$ cat config.mk
export PLATFORM = sky130hd
export DESIGN_NAME = cam_timing_gen
export DESIGN_NICKNAME = d
export VERILOG_FILES = /design/src/rtl/cam_timing_gen.sv
export SDC_FILE = /design/constraint.sdc
export NUM_CORES = 1
export LEC_CHECK = 0
export ABC_AREA = 1
export CORE_MARGIN = 2
export CORE_UTILIZATION = 45
export CTS_CLUSTER_DIAMETER = 50
export DETAILED_ROUTE_END_ITERATION = 8
export DONT_BUFFER_PORTS = 1
export GPL_TIMING_DRIVEN = 0
export HOLD_SLACK_MARGIN = 0.05
export SLEW_MARGIN = 15
export SYNTH_ARGS = -nofsm -noshare
export SYNTH_HDL_FRONTEND = slang
export SYNTH_SLANG_ARGS = --single-unit
$ cat constraint.sdc
create_clock -name clk -period 1.75 [get_ports clk]
set_input_delay 0.35 -clock clk [delete_from_list [all_inputs] [get_ports clk]]
set_output_delay 0.35 -clock clk [all_outputs]
set_load 0.1 [all_outputs]
$ cat src/rtl/cam_timing_gen.sv
// OV7670-style camera transmitter: pclk = clk/2 with VSYNC/HREF/D[7:0] frame timing.
// Optional `CAMGEN_COLORBAR_EN: RGB565 colour bars on d instead of the default byte ramp.
module cam_timing_gen #(
    parameter int unsigned H_BLANK  = 288,
    parameter int unsigned H_ACTIVE = 1280,
    parameter int unsigned V_TOTAL  = 510,
    parameter int unsigned V_SYNC   = 3,
    parameter int unsigned V_START  = 20,
    parameter int unsigned V_ACTIVE = 480
) (
    input  logic       clk,
    input  logic       rst_n,
    input  logic       en,
    input  logic       single,
    output logic       pclk,
    output logic       vsync,
    output logic       href,
    output logic [7:0] d,
    output logic       frame_done,
    output logic       busy
);
    localparam int unsigned H_TOTAL = H_BLANK + H_ACTIVE;
    localparam int unsigned HW = (H_TOTAL > 1) ? $clog2(H_TOTAL) : 1;
    localparam int unsigned VW = (V_TOTAL > 1) ? $clog2(V_TOTAL) : 1;

    typedef enum logic {IDLE, RUN} state_t;

    state_t        state_q, state_d;
    logic          ph_q, ph_d;
    logic [HW-1:0] h_cnt_q, h_cnt_d;
    logic [VW-1:0] v_cnt_q, v_cnt_d;
    logic          vsync_q, vsync_d;
    logic          href_q, href_d;
    logic [7:0]    d_q, d_d;
    logic          done_q, done_d;
    logic          line_end, frame_end;
    logic [HW-1:0] b;
    logic [7:0]    pix;

    always_ff @(posedge clk or negedge rst_n) begin
        if (!rst_n) begin
            state_q <= IDLE;
            ph_q    <= 1'b0;
            h_cnt_q <= '0;
            v_cnt_q <= '0;
            vsync_q <= 1'b0;
            href_q  <= 1'b0;
            d_q     <= '0;
            done_q  <= 1'b0;
        end else begin
            state_q <= state_d;
            ph_q    <= ph_d;
            h_cnt_q <= h_cnt_d;
            v_cnt_q <= v_cnt_d;
            vsync_q <= vsync_d;
            href_q  <= href_d;
            d_q     <= d_d;
            done_q  <= done_d;
        end
    end

    always_comb begin
        line_end  = (h_cnt_q == HW'(H_TOTAL - 1));
        frame_end = line_end && (v_cnt_q == VW'(V_TOTAL - 1));
    end

    // Counters only move on the clk where pclk falls (ph 1->0).
    always_comb begin
        state_d = state_q;
        ph_d    = ph_q;
        h_cnt_d = h_cnt_q;
        v_cnt_d = v_cnt_q;
        done_d  = 1'b0;
        case (state_q)
            IDLE: begin
                ph_d    = 1'b0;
                h_cnt_d = '0;
                v_cnt_d = '0;
                if (en) state_d = RUN;
            end
            RUN: begin
                ph_d = ~ph_q;
                if (ph_q) begin
                    if (line_end) begin
                        h_cnt_d = '0;
                        if (frame_end) begin
                            v_cnt_d = '0;
                            done_d  = 1'b1;
                            if (!en || single) state_d = IDLE;
                        end else begin
                            v_cnt_d = v_cnt_q + VW'(1);
                        end
                    end else begin
                        h_cnt_d = h_cnt_q + HW'(1);
                    end
                end
            end
            default: state_d = IDLE;
        endcase
    end

`ifdef CAMGEN_COLORBAR_EN
    logic [31:0] bar_idx;
    logic [2:0]  bar;
    logic [15:0] rgb;

    always_comb begin
        bar_idx = 32'(b) >> 8;
        bar     = (bar_idx > 32'd7) ? 3'd7 : 3'(bar_idx);
        case (bar)
            3'd0:    rgb = 16'hFFFF;
            3'd1:    rgb = 16'hFFE0;
            3'd2:    rgb = 16'h07FF;
            3'd3:    rgb = 16'h07E0;
            3'd4:    rgb = 16'hF81F;
            3'd5:    rgb = 16'hF800;
            3'd6:    rgb = 16'h001F;
            default: rgb = 16'h0000;
        endcase
        pix = b[0] ? rgb[7:0] : rgb[15:8];
    end
`else
    always_comb begin
        pix = 8'(b) ^ 8'(v_cnt_d);
    end
`endif

    // Outputs are decoded from next-state counters so they register together with them.
    always_comb begin
        b       = h_cnt_d - HW'(H_BLANK);
        vsync_d = 1'b0;
        href_d  = 1'b0;
        d_d     = '0;
        if (state_d == RUN) begin
            vsync_d = (32'(v_cnt_d) < V_SYNC);
            href_d  = (32'(h_cnt_d) >= H_BLANK) && (32'(v_cnt_d) >= V_START)
                      && (32'(v_cnt_d) < V_START + V_ACTIVE);
            if (href_d) d_d = pix;
        end
    end

    assign pclk       = ph_q;
    assign vsync      = vsync_q;
    assign href       = href_q;
    assign d          = d_q;
    assign frame_done = done_q;
    assign busy       = (state_q == RUN);

endmodule

==> out/summary.txt, run 1 <==
================================================================================
Initial DRT Pass Iterations                                                    4
Switch share                                                               21.0%
Fmax                                                                     469 MHz
Total via count after detailed routing                                      1793
Filler cell count in the final layout                                        405
TNS Setup                                                               -3.24 ns
Clock Sink Count                                                              33
Clock transition at the registers of the reported paths                  0.07 ns
Die height                                                               70.9 um
Maximum number of buffers from clock root to sink                              2
Minimum hold slack                                                      0.215 ns
Number of pins with negative max-slew slack in the final report                0
Clock network latency to the later pin of the worst-skew pair            0.29 ns
Crit share post-route                                                       122%
Vias in the first global route                                              1774
# port buffers                                                                 0
Post-Syn Nets                                                                281
Initial drt markers                                                          112
Finish-stage setup viols                                                      10
Flop and latch count out of synthesis                                         33
Biggest fanout along the worst timing path                                    10
Die ar.                                                             0.00503 sq mm
Max-capacitance violation count                                                0
Type of the worst setup path                                        flop to flop
Critical Path Start Type                                                    flop
RePlAce Congestion                                                         0.854
Fraction of layout instances using a drive strength above 1                30.1%
Synthesized area divided by synthesized cell count                    7.38 sq um
Aggregate routed wire length                                             4.99 mm
Clk root buf                                                            clkbuf_8
Net total in the final layout                                                309
Post-DP HPWL                                                             3.33 mm
Internal Power                                                           1.12 mW
Outcome                                                             finished with violations
Sort of element at the end of the critical path                             flop
Number of warnings reported in the yosys synthesis log                         0
Worst hold path type                                                primary input to flop
Number of antenna violations at the first check in global routing              0
Count of different cell masters after synthesis                               28
Worst Clk Skew                                                        0.00869 ns
DRC Markers                                                                    0
Num CTS Buffers                                                                5
WP data arrival                                                          2.35 ns
Actual slew at the worst max-slew pin                                   0.876 ns
Slowest cell on the critical path                                        dfrtp_4
Share of power burned in registers                                         53.6%
Clock tree from TritonCTS                                                   done
Worst slew margin                                                          41.6%
Final number of hold-violating endpoints                                       0
Antenna-violating nets left                                                    0
Row count                                                                     24
Static Leakage                                                           1.32 nW
Clock network fraction of design power                                     44.9%
Violated checks                                                     setup timing
Effective utilization at floorplan                                         46.6%
Routed len/inst                                                          14.1 um
Number of antenna repair diodes                                                0
NetSw                                                                   0.299 mW
Worst Path Required                                                      1.97 ns
Layout overhead on the synthesized area                                    28.3%
Relative contribution of combinational cells to total power                 1.6%
Worst-case setup margin in the final layout                            -0.384 ns
Pin count of the biggest net entering global routing                          34
Number of levels the H-tree was split into                                     2
Cell area power density                                              551 mW/mm^2
Total routing usage reported by global routing                             21.7%
Sequential cell area fraction in the yosys report                          41.0%
Most Frequent Cell on Critical Path                                      nand2_1
Post-synthesis instance total                                                273
Overall overflow remaining after global route                                  0
Unrepaired setup endpoints after global routing                             true
Count of boundary I/O pins                                                    17
Delay of the slowest cell on the worst path                              0.65 ns
Area of the core                                                    0.00432 sq mm
Global-route wire length before repair                                   8.49 mm
Netlist area before placement                                       0.00201 sq mm
Maximum vdd ir drop                                                     0.485 mV
Series of cell instances along the critical path                    buf_8, buf_12, buf_8, nand3_2, nand2_1, nand2_1, nand2_1, nand2_1, nand2_1, nand2_2, nand3_4, nor2_1
Post-placement worst setup slack                                       -0.514 ns
Die width                                                                70.9 um
Average via count per standard cell                                         5.06
Shortest period the worst path allows                                    2.13 ns
================================================================================
-- synthesized netlist by cell type, drive strengths merged --
cell type / number / area, sq um
nand3b: 2 / 27.5
xnor2: 4 / 35.0
clkinv: 1 / 5.00
nand4: 6 / 37.5
inv: 45 / 169
clkbuf: 1 / 13.8
xor2: 5 / 43.8
ha: 4 / 50.1
nor2: 49 / 209
dfrtp: 33 / 826
nand3: 32 / 190
buf: 2 / 10.0
o21bai: 1 / 11.3
a21oi: 2 / 10.0
nor3: 2 / 15.0
nand2: 75 / 312
o211a: 1 / 10.0
o21ai: 8 / 40.0
-- registers in the layout, indices dropped and copies added, names as in the netlist --
signal / cells
pclk: 1
h_cnt_q: 11
v_cnt_q: 9
d: 8
frame_done: 1
busy: 1
href: 1
vsync: 1
-- power groups by stage --
stage	logic, mW	registers (mW)	clock network [mW]
2_1_floorplan	0.000978	0.777	0
3_3_place_gp	0.00106	0.777	0
3_5_place_dp	0.00116	0.777	0
4_1_cts	0.0241	0.762	0.645
5_1_grt	0.0268	0.762	0.677
6_report	0.0224	0.762	0.639
-- area by class of cell --
class	instances	area, sq um	area share (%)
Inverter	46	174	6.73
Tap cell	52	65.1	2.52
Clock buffer	7	96.3	3.73
Clock inverter	1	5.00	0.194
Timing Repair Buffer	20	189	7.31
Multi-Input combinational cell	192	1180	45.6
Sequential cell	33	833	32.2
Buffer	3	43.8	1.69
-- per-stage QoR --
stage / util [%] / power (mW) / instance area [sq um] / std cells
floorplan: - / 0.778 / 2030 / 273
global placement: 48.5 / 0.778 / 2100 / 325
detailed placement: 48.5 / 0.778 / 2100 / 325
CTS: 56.8 / 1.43 / 2460 / 351
global route: 59.8 / 1.47 / 2580 / 354
finish: 59.8 / 1.42 / 2580 / 354
-- metal layers --
layer	GRT usage, %	up-vias	share of wire, %
met3	3.70	7	4.9
met2	34.6	44	47
met5	0	-	0
met4	7.97	0	1.6
met1	29.8	839	46
li1	-	903	-
-- worst paths after layout --
check | startpoint | to | slack [ns] | cells after the start
max reg2reg | pclk | d[5] | -0.38 | 12
max | pclk | d[5] | -0.38 | 12
min | en | busy | 0.22 | 2
max in group asynchronous | rst_n | pclk | 1.06 | 2
min reg2reg | h_cnt_q[8] | h_cnt_q[8] | 0.65 | 2
min in group asynchronous | rst_n | v_cnt_q[8] | 0.49 | 2
-- cells in the final DEF (no fill, tap or decap), types with 3 or more instances in the layout --
cell      count
nand2_1      59
inv_1        40
dfrtp_1      31
nand3_1      27
nor2_1       26
nor2_2       14
buf_4        14
nand2_2      12
nor2_4        9
clkbuf_8      8
o21ai_0       7
nand4_1       6
inv_2         5
xor2_1        5
nand2_4       4
xnor2_1       4
nand3_2       3
nand3_4       3
buf_6         3
-- cells by family (layout without fill, tap and decap cells) --
logic type                 Yosys count  after routing  synth area share [%]
buffers and inverters               49             77                  9.81
xor gates and xnor gates             9              9                  3.91
DFF                                 33             33                  41.0
adders and majority gates            4              4                  2.48
and+or+nand+nor                    166            167                  39.3
AOI/OAI and AO/OA                   12             12                  3.54
-- critical path: cells and delay by family, from the launching register on --
kind | cells | cell delay (ns)
AND/OR/NAND/NOR | 9 | 0.94
flip-flops | 1 | 0.65
buffers and inverters | 3 | 0.45
-- repair_timing --
action	CTS	global route
pin swaps	12	19
endpoints found under the hold margin	33	0
gates cloned	1	0
hold buffers	2	0
resized for setup	24	31
setup buffers	15	3
endpoints found under the setup margin	12	13
Power figures use the tool's default switching activity.
==> run 2, diff against run 1 <==
Settings changed: CORE_UTILIZATION 45 to 57, CTS_CLUSTER_SIZE set to 12, PLACE_DENSITY set to 0.75.
==> run 2 against run 1 <==
  * The flow still finishes with violations (setup timing)
  * Global-route usage is 5.4 points higher
  * First-iteration DRC count up 24%
  * Largest power group unchanged
  * Worst setup slack got worse by 0.13 ns
  * Clock power fell by 5.8%
  * Sequential share of layout area is 0.78 points lower
  * Via count up 13%
  * Final cell count up 0.56%
  * Critical path type unchanged
  * Die area shrank 20%
==> out/summary.txt, run 2 (synthesis results as in run 1) <==
==================================================================================
Crit share post-route                                                         129%
Overall overflow remaining after global route                                    0
Row count                                                                       21
Fin area                                                              0.00265 sq mm
Routed wl met3                                                              575 um
TNS Setup                                                                 -5.43 ns
Slowest cell on the critical path                                          dfrtp_4
Clock Sink Count                                                                33
Initial DRT Pass Iterations                                                      8
Max-capacitance violation count                                                  0
Initial drt markers                                                            139
Register containing the most flip-flops in the final layout                h_cnt_q
Biggest fanout along the worst timing path                                       5
Routed len/inst                                                            17.3 um
Critical Path Start Type                                                      flop
Static Leakage                                                             1.35 nW
Effective utilization at floorplan                                           59.9%
Number of levels the H-tree was split into                                       2
Total via count after detailed routing                                        2022
Delay of the slowest cell on the worst path                                0.69 ns
Die height                                                                 63.5 um
R2r startpoint                                                                pclk
Final number of hold-violating endpoints                                         0
Cell Count, Final, Fillers Out                                                 356
# port buffers                                                                   0
Worst Clk Skew                                                           0.0139 ns
Clock network latency to the later pin of the worst-skew pair              0.36 ns
Routed length on met1                                                      2.41 mm
Vias in the first global route                                                1752
Outcome                                                               finished with violations
Layout overhead on the synthesized area                                      31.5%
Top delay family on crit path                                         simple AND/OR/NAND/NOR gates
Fraction of layout instances using a drive strength above 1                  36.5%
Type of the worst setup path                                          flop to flop
Finish-stage setup viols                                                        21
Worst-case hold path end point                                                busy
Cell count after placement                                                     319
Clock transition at the registers of the reported paths                    0.12 ns
Crit path buf inv count                                                          1
Sort of element at the end of the critical path                               flop
Aggregate routed wire length                                               6.17 mm
DR WL met2                                                                 2.87 mm
Share of the core filled with cells                                          78.8%
Destination of the worst register-to-register timing path                     d[2]
Actual slew at the worst max-slew pin                                     0.878 ns
Clk root buf                                                              clkbuf_4
Worst hold path type                                                  primary input to flop
Commonest cells after routing, fill and taps aside                    nand2_1 (53), inv_1 (39), dfrtp_1 (31)
Global-route wire length before repair                                     8.29 mm
Flip-flop count of the largest register, all copies and words added             11
Area of the core                                                      0.00336 sq mm
Die width                                                                  63.5 um
Number of antenna violations at the first check in global routing                0
Unrepaired setup endpoints after global routing                               true
Count of boundary I/O pins                                                      17
Worst Reg-to-Reg Cells                                                          13
DRC Markers                                                                      0
Highest metal layer used by the detailed router                               met4
Fmax                                                                       442 MHz
WP data arrival                                                            2.56 ns
Antenna-violating nets left                                                      0
RePlAce Congestion                                                           0.878
Worst-case setup margin in the final layout                              -0.514 ns
Total routing usage reported by global routing                               27.1%
Cell area power density                                                523 mW/mm^2
Pin count of the biggest net entering global routing                            34
Num CTS Buffers                                                                  5
Shortest period the worst path allows                                      2.26 ns
Post-DP HPWL                                                               3.16 mm
Reg-to-reg slack, setup                                                   -0.51 ns
Cell area after placement                                             0.00209 sq mm
Clock tree from TritonCTS                                                     done
Post-placement worst setup slack                                         -0.483 ns
Number of pins with negative max-slew slack in the final report                  0
Commonest non-fill, non-tap cell in the layout                             nand2_1
Average via count per standard cell                                           5.68
Number of antenna repair diodes                                                  0
Worst slew margin                                                            41.5%
Min-Delay Startpoint                                                            en
Series of cell instances along the critical path                      nand2_4, nor3_4, buf_4, nor2_1, nand3_2, nand2_1, nor2_1, nand2_1, nand2_2, nand2_2, nand2_4, nand3_4, nor2_2
Worst Path Required                                                        2.04 ns
Hold path cells                                                                  2
Maximum vdd ir drop                                                       0.561 mV
Net total in the final layout                                                  317
Die ar.                                                               0.00403 sq mm
Maximum number of buffers from clock root to sink                                2
Violated checks                                                       setup timing
==================================================================================
[run 2: changes by cell type in the layout (fill, tap and decap cells not counted), moves of 2 or more]
cell | before | now
clkbuf_8 | 8 | 1
nand2_1 | 59 | 53
clkbuf_4 | 0 | 6
nor2_1 | 26 | 23
o21ai_1 | 0 | 3
o21ai_0 | 7 | 4
nand3_1 | 27 | 24
nand3_2 | 3 | 6
nand2_2 | 12 | 17
a21oi_2 | 0 | 2
buf_4 | 14 | 23
nor2_2 | 14 | 17
[run 2: where the power goes]
group / total (mW) / internal (mW) / switching [mW]
Clock: 0.602 / 0.302 / 0.300
Combinational: 0.0226 / 0.00661 / 0.0160
Sequential: 0.762 / 0.762 / 0
[run 2: cell type report]
type / instances / area, sq um
buffer: 3 / 36.3
fill: 225 / 714
clock buffer: 5 / 37.5
sequential: 33 / 833
clock inverter: 3 / 46.3
timing repair buffer: 28 / 236
tap: 46 / 57.6
inverter: 46 / 176
multi-input combinational: 192 / 1220
[run 2: routing by layer]
metal / up-vias / GRT usage (%)
met5: - / 0
met4: 0 / 7.34
met3: 43 / 6.25
met2: 125 / 43.8
met1: 934 / 36.8
li1: 920 / -
[run 2: repair_timing]
action,4_1_cts,5_1_grt
hold endpoints to repair,33,0
setup buffers,15,11
endpoints found under the setup margin,11,20
resized for setup,15,57
hold buffers,2,0
gates cloned,1,0
pin swaps,10,28
[run 2: worst max path at each step]
stage	end	slack (ns)	depth (start not counted)	start
floorplan	d[1]	-0.16	13	pclk
CTS	d[7]	-0.40	13	pclk
global route	d[5]	-0.58	13	pclk
detailed placement	d[1]	-0.48	15	h_cnt_q[0]
global placement	d[1]	-0.47	15	h_cnt_q[0]
finish	d[2]	-0.51	13	pclk
[run 2: metrics by stage]
stage               hold slack (ns)  power (mW)
finish                        0.122        1.39
global route                  0.125        1.44
CTS                           0.128        1.38
detailed placement           0.0549       0.778
global placement             0.0549       0.778
floorplan                    0.0544       0.778
